**config.mk**
```make
export PLATFORM = sky130hd
export DESIGN_NAME = fxp_mul_seq
export DESIGN_NICKNAME = d
export VERILOG_FILES = /design/src/rtl/fxp_mul_seq.sv
export SDC_FILE = /design/constraint.sdc
export NUM_CORES = 1
export LEC_CHECK = 0
export CORE_MARGIN = 1.5
export CORE_UTILIZATION = 55
export CTS_BUF_LIST = sky130_fd_sc_hd__clkbuf_16
export DETAILED_ROUTE_END_ITERATION = 10
export PLACE_DENSITY = 0.77
export RECOVER_POWER = 50
export SETUP_SLACK_MARGIN = 0.4
export SLEW_MARGIN = 40
export SYNTH_ARGS = -nofsm -noshare
export SYNTH_HDL_FRONTEND = slang
export SYNTH_SLANG_ARGS = --single-unit
export TNS_END_PERCENT = 20
```
**constraint.sdc**
```tcl
create_clock -name clk -period 5.6 [get_ports clk]
set_input_delay 1.12 -clock clk [delete_from_list [all_inputs] [get_ports clk]]
set_output_delay 1.12 -clock clk [all_outputs]
set_load 0.05 [all_outputs]
```
**src/rtl/fxp_mul_seq.sv**
```systemverilog
// Sequential signed fixed-point multiplier: radix-2 shift-add core followed by a
// leading-sign normalisation loop that renormalises the product to W bits with its own Q format.
module fxp_mul_seq #(
    parameter int W  = 16,
    parameter int QW = 4
) (
    input  logic          clk,
    input  logic          rst_n,
    input  logic          in_valid,
    output logic          in_ready,
    input  logic [W-1:0]  DataA,
    input  logic [W-1:0]  DataB,
    input  logic [QW-1:0] QIa,
    input  logic [QW-1:0] QFa,
    input  logic [QW-1:0] QIb,
    input  logic [QW-1:0] QFb,
    output logic          out_valid,
    input  logic          out_ready,
    output logic [W-1:0]  Product,
    output logic [QW-1:0] QI_out,
    output logic [QW-1:0] QF_out,
    output logic          ovf
);

    localparam int CW = $clog2(W);
    localparam logic [CW-1:0]  CNT_LAST = CW'(W - 1);
    localparam logic [QW:0]    ONE_Q    = (QW+1)'(1);
    localparam logic [QW:0]    Q_MAX    = (QW+1)'(W - 1);
    localparam logic [W-1:0]   ONE_W    = {{(W-1){1'b0}}, 1'b1};
    localparam logic [2*W-1:0] ONE_P    = {{(2*W-1){1'b0}}, 1'b1};

    typedef enum logic [1:0] {
        IDLE = 2'd0,
        BUSY = 2'd1,
        NORM = 2'd2,
        DONE = 2'd3
    } state_t;

    state_t         state_q, state_d;
    logic [2*W-1:0] mcand_q, mcand_d;
    logic [W-1:0]   mplier_q, mplier_d;
    logic           sign_q, sign_d;
    logic [QW:0]    q_q, q_d;
    logic [2*W-1:0] p_q, p_d;
    logic [CW-1:0]  cnt_q, cnt_d;
    logic [W-1:0]   product_q, product_d;
    logic [QW-1:0]  qi_q, qi_d;
    logic [QW-1:0]  qf_q, qf_d;
    logic           ovf_q, ovf_d;

    logic [W-1:0]   abs_a, abs_b;
    logic [QW:0]    q_sum;
    logic [2*W-1:0] p_sum;

    // The fractional widths are implied by QI + QF == W, so only the integer widths are needed.
    logic unused_qf;
    assign unused_qf = ^{QFa, QFb};

    // Magnitude of the most negative value stays correct as an unsigned W-bit number.
    assign abs_a = DataA[W-1] ? (~DataA + ONE_W) : DataA;
    assign abs_b = DataB[W-1] ? (~DataB + ONE_W) : DataB;
    assign q_sum = {1'b0, QIa} + {1'b0, QIb};
    assign p_sum = p_q + (mplier_q[0] ? mcand_q : {(2*W){1'b0}});

    always_ff @(posedge clk or negedge rst_n) begin
        if (!rst_n) begin
            state_q   <= IDLE;
            mcand_q   <= '0;
            mplier_q  <= '0;
            sign_q    <= 1'b0;
            q_q       <= '0;
            p_q       <= '0;
            cnt_q     <= '0;
            product_q <= '0;
            qi_q      <= QW'(1);
            qf_q      <= QW'(W - 1);
            ovf_q     <= 1'b0;
        end else begin
            state_q   <= state_d;
            mcand_q   <= mcand_d;
            mplier_q  <= mplier_d;
            sign_q    <= sign_d;
            q_q       <= q_d;
            p_q       <= p_d;
            cnt_q     <= cnt_d;
            product_q <= product_d;
            qi_q      <= qi_d;
            qf_q      <= qf_d;
            ovf_q     <= ovf_d;
        end
    end

    always_comb begin
        state_d   = state_q;
        mcand_d   = mcand_q;
        mplier_d  = mplier_q;
        sign_d    = sign_q;
        q_d       = q_q;
        p_d       = p_q;
        cnt_d     = cnt_q;
        product_d = product_q;
        qi_d      = qi_q;
        qf_d      = qf_q;
        ovf_d     = ovf_q;

        case (state_q)
            IDLE: begin
                if (in_valid) begin
                    mcand_d  = {{W{1'b0}}, abs_a};
                    mplier_d = abs_b;
                    sign_d   = DataA[W-1] ^ DataB[W-1];
                    q_d      = q_sum;
                    p_d      = '0;
                    cnt_d    = '0;
                    state_d  = BUSY;
                end
            end
            BUSY: begin
                p_d      = p_sum;
                mcand_d  = mcand_q << 1;
                mplier_d = mplier_q >> 1;
                cnt_d    = cnt_q + CW'(1);
                if (cnt_q == CNT_LAST) begin
                    p_d     = sign_q ? (~p_sum + ONE_P) : p_sum;
                    state_d = NORM;
                end
            end
            NORM: begin
                if ((p_q[2*W-1] == p_q[2*W-2]) && (q_q > ONE_Q)) begin
                    p_d = p_q << 1;
                    q_d = q_q - ONE_Q;
                end else begin
                    state_d = DONE;
                    if (q_q <= Q_MAX) begin
                        product_d = p_q[2*W-1:W];
                        qi_d      = q_q[QW-1:0];
                        qf_d      = QW'(W) - q_q[QW-1:0];
                        ovf_d     = 1'b0;
                    end else begin
                        product_d = sign_q ? {1'b1, {(W-1){1'b0}}} : {1'b0, {(W-1){1'b1}}};
                        qi_d      = QW'(W - 1);
                        qf_d      = QW'(1);
                        ovf_d     = 1'b1;
                    end
                end
            end
            DONE: begin
                if (out_ready) begin
                    state_d = IDLE;
                end
            end
            default: state_d = IDLE;
        endcase
    end

    assign in_ready  = (state_q == IDLE);
    assign out_valid = (state_q == DONE);
    assign Product   = product_q;
    assign QI_out    = qi_q;
    assign QF_out    = qf_q;
    assign ovf       = ovf_q;

endmodule
```
==> impl.org, run 1 <==
** Outcome
- The flow ran to the end, but the final reports show violations.
- The checks that failed: max-capacitance violations, max-slew violations.

** Timing
- The final number of hold-violating endpoints came to 0.
- Derived from the worst setup path, the maximum achievable clock frequency is 0.2110 GHz.
- For the finished layout, the period the worst path requires is ~4.7 ns.
- Period utilisation layout :: 84.64%
- TNS Setup :: 0 ns
- Min Hold Slack :: just under 0.5 ns
- Final clock skew :: 0.01021 ns
- Setup repair after global routing missed its margin :: no
- The number of slew-limit violations in the final report is roughly 110.
- Slew HR :: -128.7%
- Setup violations remaining at the end of the flow were counted as 0.
- Worst Tran Pin Value :: around 3.4 ns

** Placed design
- Counting tap cells, the placed design contains a total of between 1000 and 1500 instances.
- Count of buffers inserted at the top-level ports :: 70
- DP HPWL :: 16640 um
- The congestion estimate from routability-driven global placement came to 0.9513.

** Clocking
- Number of buffers created by CTS :: 17
- The H-tree generated during clock tree synthesis spans 4 levels.
- CTS Root Buffer Type :: clkbuf_16
- The clock passes through at most 2 buffers.
- Number of buffers inserted for hold repair after clock tree synthesis :: 0
- Post CTS Setup Buffer Count :: 0
- Clock latency of the later-clocked register in the worst-skew pair :: between 0.4 and 0.5 ns
- Post-CTS Resized :: 0
- CTS tree :: done
- Counting every sink on the clock net gives around 120.
- Clock-pin slew was measured on the worst setup and hold paths at about 0.050 ns.

** Route
- Using the TritonRoute via totals, the vias-per-cell ratio works out to between 6 and 7.
- Across all layers, the routed design uses roughly 8400 vias.
- Number of iterations in the first detailed-routing pass :: 7
- After detailed routing, the total wire length is ~23000 um.
- Final routed wire length divided by cell count :: 16.77 um
- Remaining antenna violation count :: 0
- DRC violation count after routing :: 0
- For this block, the initial DRC count from the detailed router was 798.

** Die
- Die Y :: between 100 and 150 um
- The die is approximately 130 um wide.
- Core outline area :: 15940 um2
- Number of top-level design ports :: 79
- Die footprint :: 17160 um2
- Once the floorplan was initialized, standard cells occupied between 50% and 60% of the core.
- Row generation in the floorplan step produced 46 rows.

** Critical path
- For the worst flop-to-flop path, the logic depth is 13.
- Of all nets on the critical path, the largest fanout is 33.
- Arrival @ worst endpoint :: 5.08 ns
- Startpoint of the most critical register-to-register path :: mplier_q[0]
- The worst register-to-register path ends at p_q[27].
- Timing endpoint of the critical path :: p_q[27]
- Setup CP Type :: reg2reg
- The critical path starts at mplier_q[0].
- Required time of the critical path :: just under 6 ns
- Across all register-to-register paths, the minimum setup slack is between 0.8 and 0.9 ns.
- Worst setup SP type :: register
- The worst setup path is captured at a register.

** Global routing
- Largest net degree at the start of global routing :: between 80 and 90
- The first global-routing pass estimated ~38000 um of wire.
- For this run, the total global-route usage over all layers was measured as 28.02%.
- After global routing the overflow that remains totals 0.
- The number of antenna violations at the first check in global routing was 0.
- The via count of the first global-routing pass is 7686.

** Pwr
- Switching power of the nets :: around 0.0028 W
- Clock network power share :: between 15 and 20%
- Sequential fraction of design power :: between 20% and 30%
- Power per standard cell area :: roughly 550 nW/um2
- Maximum VDD drop :: 326.7 uV
- Cell internal power was estimated by the tool at 0.002877 W.
- Standby leakage power :: roughly 4.4 nW
- Of the total power, the share spent switching nets is around half.
- Part of the total power dissipated in combinational logic :: a little under three fifths

** Synthesis
- Part of the Yosys area used for sequential elements :: roughly a third
- Average size of a mapped cell :: 8.048 um2
- For this run, the number of Yosys warnings is 0.
- Yosys mapped a number of flops with a built-in enable equal to 0.
- When the netlist entered floorplanning its net count stood at 1220.
- Share of flip-flops with an asynchronous set or reset :: 100.0%
- Post-Syn Instances :: 1120
- Most used DFF post-synth :: dfrtp_1
- Synthesis inferred around 120 register bits.
- Count of unique library cells instantiated by Yosys :: between 80 and 90
- Syn Std Cell Area :: about 9000 um2

** Layout
- Layout overhead on the synthesized area :: 14.81%
- Share of final-layout standard cells stronger than drive strength 1 :: approximately 5.6%
- In the final layout, the multi-input gates occupy ~5800 um2.
- Counting the fill cells in the layout gives 1391.
- At the end of the flow, the number of nets in the layout was about 1300.
- Number of antenna repair diodes :: 0
- Post-Layout Cell Count :: about 1400
- Post-Route Utilization :: between 60% and 70%
- Summing all flip-flop and latch instances after layout gives around 2900 um2.

** Run
- # Max-Cap Violations :: 2

** Worst hold path
- The path class of the tightest hold or removal check is reg2reg.
- Critical hold path startpoint :: mplier_q[12]
-- cell usage in the layout, fill, tap and decap left out, types with 7 or more instances in the layout --
cell type	netlist	layout
nand2_1	141	141
dfrtp_1	112	112
a21oi_1	111	111
o21ai_0	112	111
nor2_1	94	93
clkdlybuf4s50_1	0	67
ha_1	46	45
and2_1	44	44
xor2_1	40	40
nor3_1	26	26
xnor2_1	26	26
inv_1	22	25
nand3_1	19	19
a22o_1	19	19
a22oi_1	17	17
clkbuf_16	0	17
mux2i_1	16	16
a21o_1	16	16
nand4_1	15	15
o31ai_1	14	14
or3_1	12	12
and3_1	11	11
buf_4	1	9
nand2b_1	8	8
a31oi_1	8	8
a211oi_1	7	7
-- cells by family after synthesis --
kind of cell	Yosys count	synth area share, %
simple gates	410	22.17
flops	116	32.26
xor+xnor	67	6.594
compound gates	369	25.93
mux	21	2.401
fa+ha+maj	48	6.830
buf+inv	89	3.817
-- per-layer routing --
metal  GRT usage, %  vias to the layer above  routed length [um]
li1               -                     4133                   -
met1          40.55                     3914               10900
met2          42.87                      293               10340
met3          5.212                       50                1452
met4          7.951                        0                 474
met5              0                        -                   0
-- critical path, cell delays in order, from the launching register on --
cell	delay, ns
dfrtp_1	0.64
and2_1	0.28
ha_1	0.20
fa_1	0.42
a21o_1	0.24
a221oi_2	0.57
nor2_1	0.18
nor3_1	0.26
o21bai_1	0.17
a2111oi_4	0.55
nand4_1	0.34
o31ai_1	0.32
mux2_2	0.36
a21oi_1	0.12
-- flip-flops by register name (all words and copies together) (netlist names) --
name and cells:
mcand_q 32, p_q 32, Product 16, mplier_q 16
q_q 5, QI_out 4, cnt_q 4, QF_out 3
state_q 2, ovf 1, sign_q 1
-- synth_stat cells, types with 4 or more instances --
library cell	instances	area, um2
and2_1	44	275.3
and3_1	11	68.82
a22oi_1	17	127.6
nor3_1	26	130.1
xor2_1	40	350.3
a31oi_1	8	50.05
ha_1	46	575.6
or3_1	12	75.07
o21ai_0	112	560.5
buf_2	4	20.02
nand4_1	15	93.84
a21oi_1	111	555.5
a22o_1	19	166.4
o21a_1	6	45.04
mux2i_1	16	160.2
xnor2_1	26	227.7
nor4_1	6	37.54
o31ai_1	14	105.1
o211ai_1	5	37.54
a211oi_1	7	52.55
dfrtp_1	112	2803
and4_1	5	43.79
nand2_1	141	529.3
nand2b_1	8	50.05
nor2b_1	5	31.28
mux2_2	5	56.30
nor2_1	94	352.8
clkbuf_1	55	206.5
a221oi_1	5	43.79
nand3_1	19	95.09
buf_1	6	22.52
inv_1	22	82.58
dfstp_2	4	105.1
a21o_1	16	120.1
-- layout make-up --
class	count	area share (%)
clock buffer	17	4.111
clock inverter	15	1.004
inverter	22	0.7980
multi-input combinational	915	55.87
sequential	116	28.10
tap	216	2.612
timing repair buffer	81	7.508
-- power groups by stage --
stage                     Combinational (W)  Clock, W  Sequential (W)
after floorplan                     0.00218         0         0.00162
after global placement              0.00311         0         0.00146
after detailed placement            0.00319         0         0.00147
after CTS                           0.00321  0.000993         0.00146
after global routing                0.00357   0.00103         0.00151
final                               0.00323  0.000975         0.00147
-- worst min-delay path by stage --
stage / end / slack (ns) / depth (start not counted)
CTS: mplier_q[3] / 0.48 / 2
detailed placement: mplier_q[3] / 0.47 / 2
global placement: QI_out[3] / 0.46 / 2
global route: QF_out[2] / 0.50 / 2
finish: mplier_q[12] / 0.48 / 2
floorplan: mplier_q[1] / 0.45 / 2
-- metrics by stage --
| stage | instance area, um2 | power, W | setup WS [ns] |
|---|---|---|---|
| floorplan | 9014 | 0.003800 | 1.681 |
| global placement | 9813 | 0.004572 | 0.9902 |
| detailed placement | 9821 | 0.004659 | 0.9291 |
| CTS | 10350 | 0.005664 | 0.9193 |
| global route | 10350 | 0.006118 | 0.5096 |
| finish | 10350 | 0.005680 | 0.8600 |
Power figures use the tool's default switching activity.
==> inputs of run 2 (changes only) <==
- CORE_UTILIZATION: 55 -> 54
- PLACE_DENSITY: 0.77 -> 0.78
- clock period: 5.6 -> 4.25 ns (I/O delays scaled with it)
==> run 2 against run 1 <==
The run still ends with max-capacitance violations, max-slew violations left. Cell count up 2.0%. Register-to-register slack worse by 0.63 ns. Wire length rose by 4.0%. Clock power is 49% higher. Die area rose by 1.8%. Power grew 41%. Worst hold slack worse by 0.0022 ns. Critical endpoint is now p_q[28].
==> impl.org, run 2 (same netlist as run 1, synthesis figures left out) <==
** Route
- Detailed-route wire length :: 24100 um (+4.0%)
- Number of iterations in the first detailed-routing pass :: 5 (-2)
- The detail-routed via count per cell came to 6.138 (+1.1%).
- The total vias in the final route was 8655 (+3.2%).
- The count of routing violations after the opening detailed-route iteration is 732 (-8.3%).
- Remaining antenna violation count :: 0 (unchanged)
- The number of design rule violations left after detail routing is 0 (unchanged).
- Final routed wire length divided by cell count :: 17.09 um (+1.9%)

** Layout
- Finished layout cell area :: 10820 um2 (+4.5%)
- The share of cells above drive strength 1 is 11.09% (+5.5 points).
- The largest registers in the layout are mcand_q: 32 flops, p_q: 32 flops.
- The count of antenna diodes in the layout came to 0 (unchanged).
- Final net count :: 1277 (+1.9%)
- Leaving out fill and tap cells, the most frequent cell in the layout is nand2_1.
- The final core utilization was 65.71% (+0.80 points).
- The number of filler cells placed in the layout is 1377 (-1.0%).
- Leaving out fill and tap cells, the most frequent cells in the layout are nand2_1 (141), dfrtp_1 (111), o21ai_0 (109).
- From synthesis to final layout, the design area changed by 20.03%.

** Timing
- The peak clock frequency supported by timing came to 0.2487 GHz (+18%).
- Setup repair after global routing could not meet its margin everywhere.
- The measured slew at the worst slew-check pin came to 2.969 ns (-0.4609 ns).
- The final worst-path setup slack was 0.2284 ns (-0.6317 ns).
- Setup-failing EPs final :: 0 (unchanged)
- Fin crit period :: 4.022 ns (-0.7183 ns)
- The ratio of final minimum period to clock period is 94.63% (+10 points).
- TNS Setup :: 0 ns (unchanged)
- Final hold violations :: 0 (unchanged)
- Max Slew Vio Count :: 78 (-30%)
- Slew HR :: -97.92% (+31 points)
- Final clock skew :: 0.01210 ns (+0.001895 ns)

** Global routing
- Initial antenna violation count :: 0 (unchanged)
- The total routing resource utilization after global routing is 27.80% (-0.22 points).
- Largest net degree at the start of global routing :: 65 (-27%)
- Vias in the first global route :: 8200 (+6.7%)
- Overflow after GRT :: 0 (unchanged)
- First-pass GRT wire length :: 39830 um (+5.1%)

** Pwr
- Maximum VDD drop :: 452.4 uV (+38%)
- The net switching fraction of the power came to 49.10% (-0.24 points).
- Internal power :: 0.004070 W (+41%)
- The part of the total power dissipated in sequential elements was 24.0% (-1.9 points).
- Part of the total power dissipated in combinational logic :: 57.8% (+0.8 points)
- Standby leakage power :: 4.582 nW (+3.0%)
- The net switching component of the power came to 0.003926 W (+40%).
- Clock network power share :: 18.2% (+1.0 points)
- The overall power after layout is 0.007997 W (+41%).
- The power density of the placed cells came to 739.1 nW/um2 (+35%).

** Die
- Die Y :: 132.2 um (+0.90%)
- The die width came to 132.2 um (+0.90%).
- Number of top-level design ports :: 79 (unchanged)
- The effective utilization at floorplan came to 54.74% (-1.8 points).
- The standard cell core area was 16470 um2 (+3.3%).
- Die footprint :: 17480 um2 (+1.8%)
- Cell Rows :: 47 (+2.2%)

** Placed design
- Pre-CTS setup slack :: 0.1482 ns (-0.7810 ns)
- The number of I/O port buffers is 70 (unchanged).
- DP HPWL :: 16950 um (+1.9%)
- The post-place instance area is 9952 um2 (+1.3%).
- Weighted congestion at the end of routability-driven global placement :: 0.9548 (+0.37%)

** Critical path
- The maximum cell stage delay along the critical path came to 0.64 ns (about the same).
- Chain of cells forming the critical path :: and2_1 > ha_2 > fa_2 > a21o_1 > a221o_1 > xnor2_2 > o21ai_2 > a2111oi_1 > and4b_1 > nand4_1 > o21ai_0 > nor3b_2 > a21oi_1
- Arrival @ worst endpoint :: 4.32 ns (-0.76 ns)
- Setup CP Type :: reg2reg
- STA classifies the critical path startpoint as a register.
- Worst-path maximum fanout :: 7 (-79%)
- The required time reported for the critical path endpoint is 4.55 ns (-1.39 ns).
- Among all stages on the critical path, the largest delay is contributed by a2111oi_1.
- STA classifies the critical path endpoint as a register.

** Worst hold path
- Classification of the worst-slack hold path :: reg2reg

** Outcome
- The final reports fail on max-capacitance violations, max-slew violations.
- The flow ran to the end, but the final reports show violations.

** Clocking
- Clock tree synthesis selected as its root buffer the cell clkbuf_16.
- Clock latency of the later-clocked register in the worst-skew pair :: 0.43 ns (about the same)
- Maximum buffer depth of the clock tree :: 2 (unchanged)
- Clock transition at the registers of the reported paths :: 0.06 ns (about the same)
- TritonCTS Sinks :: 116 (unchanged)
- The CTS H-tree depth was 4 (unchanged).
- Number of buffers created by CTS :: 17 (unchanged)
- CTS tree :: done

** Run
- The max-capacitance violation count was 2 (unchanged).
## run 2: timing repair
action,4_1_cts,5_1_grt
endpoints found under the setup margin,12,15
setup buffers,7,3
pin swaps,10,7
hold buffers,0,0
resized for setup,22,24
## run 2: power groups by stage
stage                     registers [W]  clock network [W]  logic, W
after detailed placement        0.00192                  0   0.00433
after global placement          0.00191                  0   0.00425
after global routing            0.00198            0.00152   0.00505
after floorplan                 0.00214                  0   0.00288
final                           0.00192            0.00145   0.00462
after CTS                       0.00191            0.00147   0.00450
## run 2: per-layer routing
metal  GRT usage (%)  vias up  share of wire (%)
met5               0        -                  0
met4           12.33        0                3.2
met2           45.64      291                 47
li1                -     4183                  -
met1           36.28     4120                 44
met3           4.460       61                5.7
## run 2: final timing paths
path                              from          end  slack (ns)  depth (start not counted)
max                        mplier_q[0]      p_q[28]        0.23                         13
min                         Product[9]   Product[9]        0.48                          2
max reg2reg                mplier_q[0]      p_q[28]        0.23                         13
min reg2reg                 Product[9]   Product[9]        0.48                          2
max in group asynchronous        rst_n  Product[13]        0.86                          2
min in group asynchronous        rst_n  mcand_q[21]        1.54                          1
## run 2: layout make-up
class / count / area, um2 / area share, %
multi-input combinational: 915 / 5988 / 55.35
clock buffer: 17 / 425.4 / 3.932
timing repair buffer: 105 / 965.9 / 8.928
sequential: 116 / 2909 / 26.89
tap: 220 / 275.3 / 2.544
inverter: 22 / 82.58 / 0.7633
clock inverter: 15 / 172.7 / 1.596
## run 2: stage by stage
stage | std cells | hold slack (ns)
after floorplan | 1120 | 0.4496
after global placement | 1366 | 0.4619
after detailed placement | 1367 | 0.4690
after CTS | 1406 | 0.4251
after global routing | 1410 | 0.5059
final | 1410 | 0.4794
## run 2: worst max-delay path: cells and delay by family (launching register included)
| family | cells | cell delay [ns] |
|---|---|---|
| adder cells (fa/ha/maj) | 2 | 0.58 |
| flip-flops | 1 | 0.44 |
| XOR/XNOR | 1 | 0.19 |
| AND/OR/NAND/NOR | 4 | 0.97 |
| AO/OA/AOI/OAI | 6 | 1.72 |
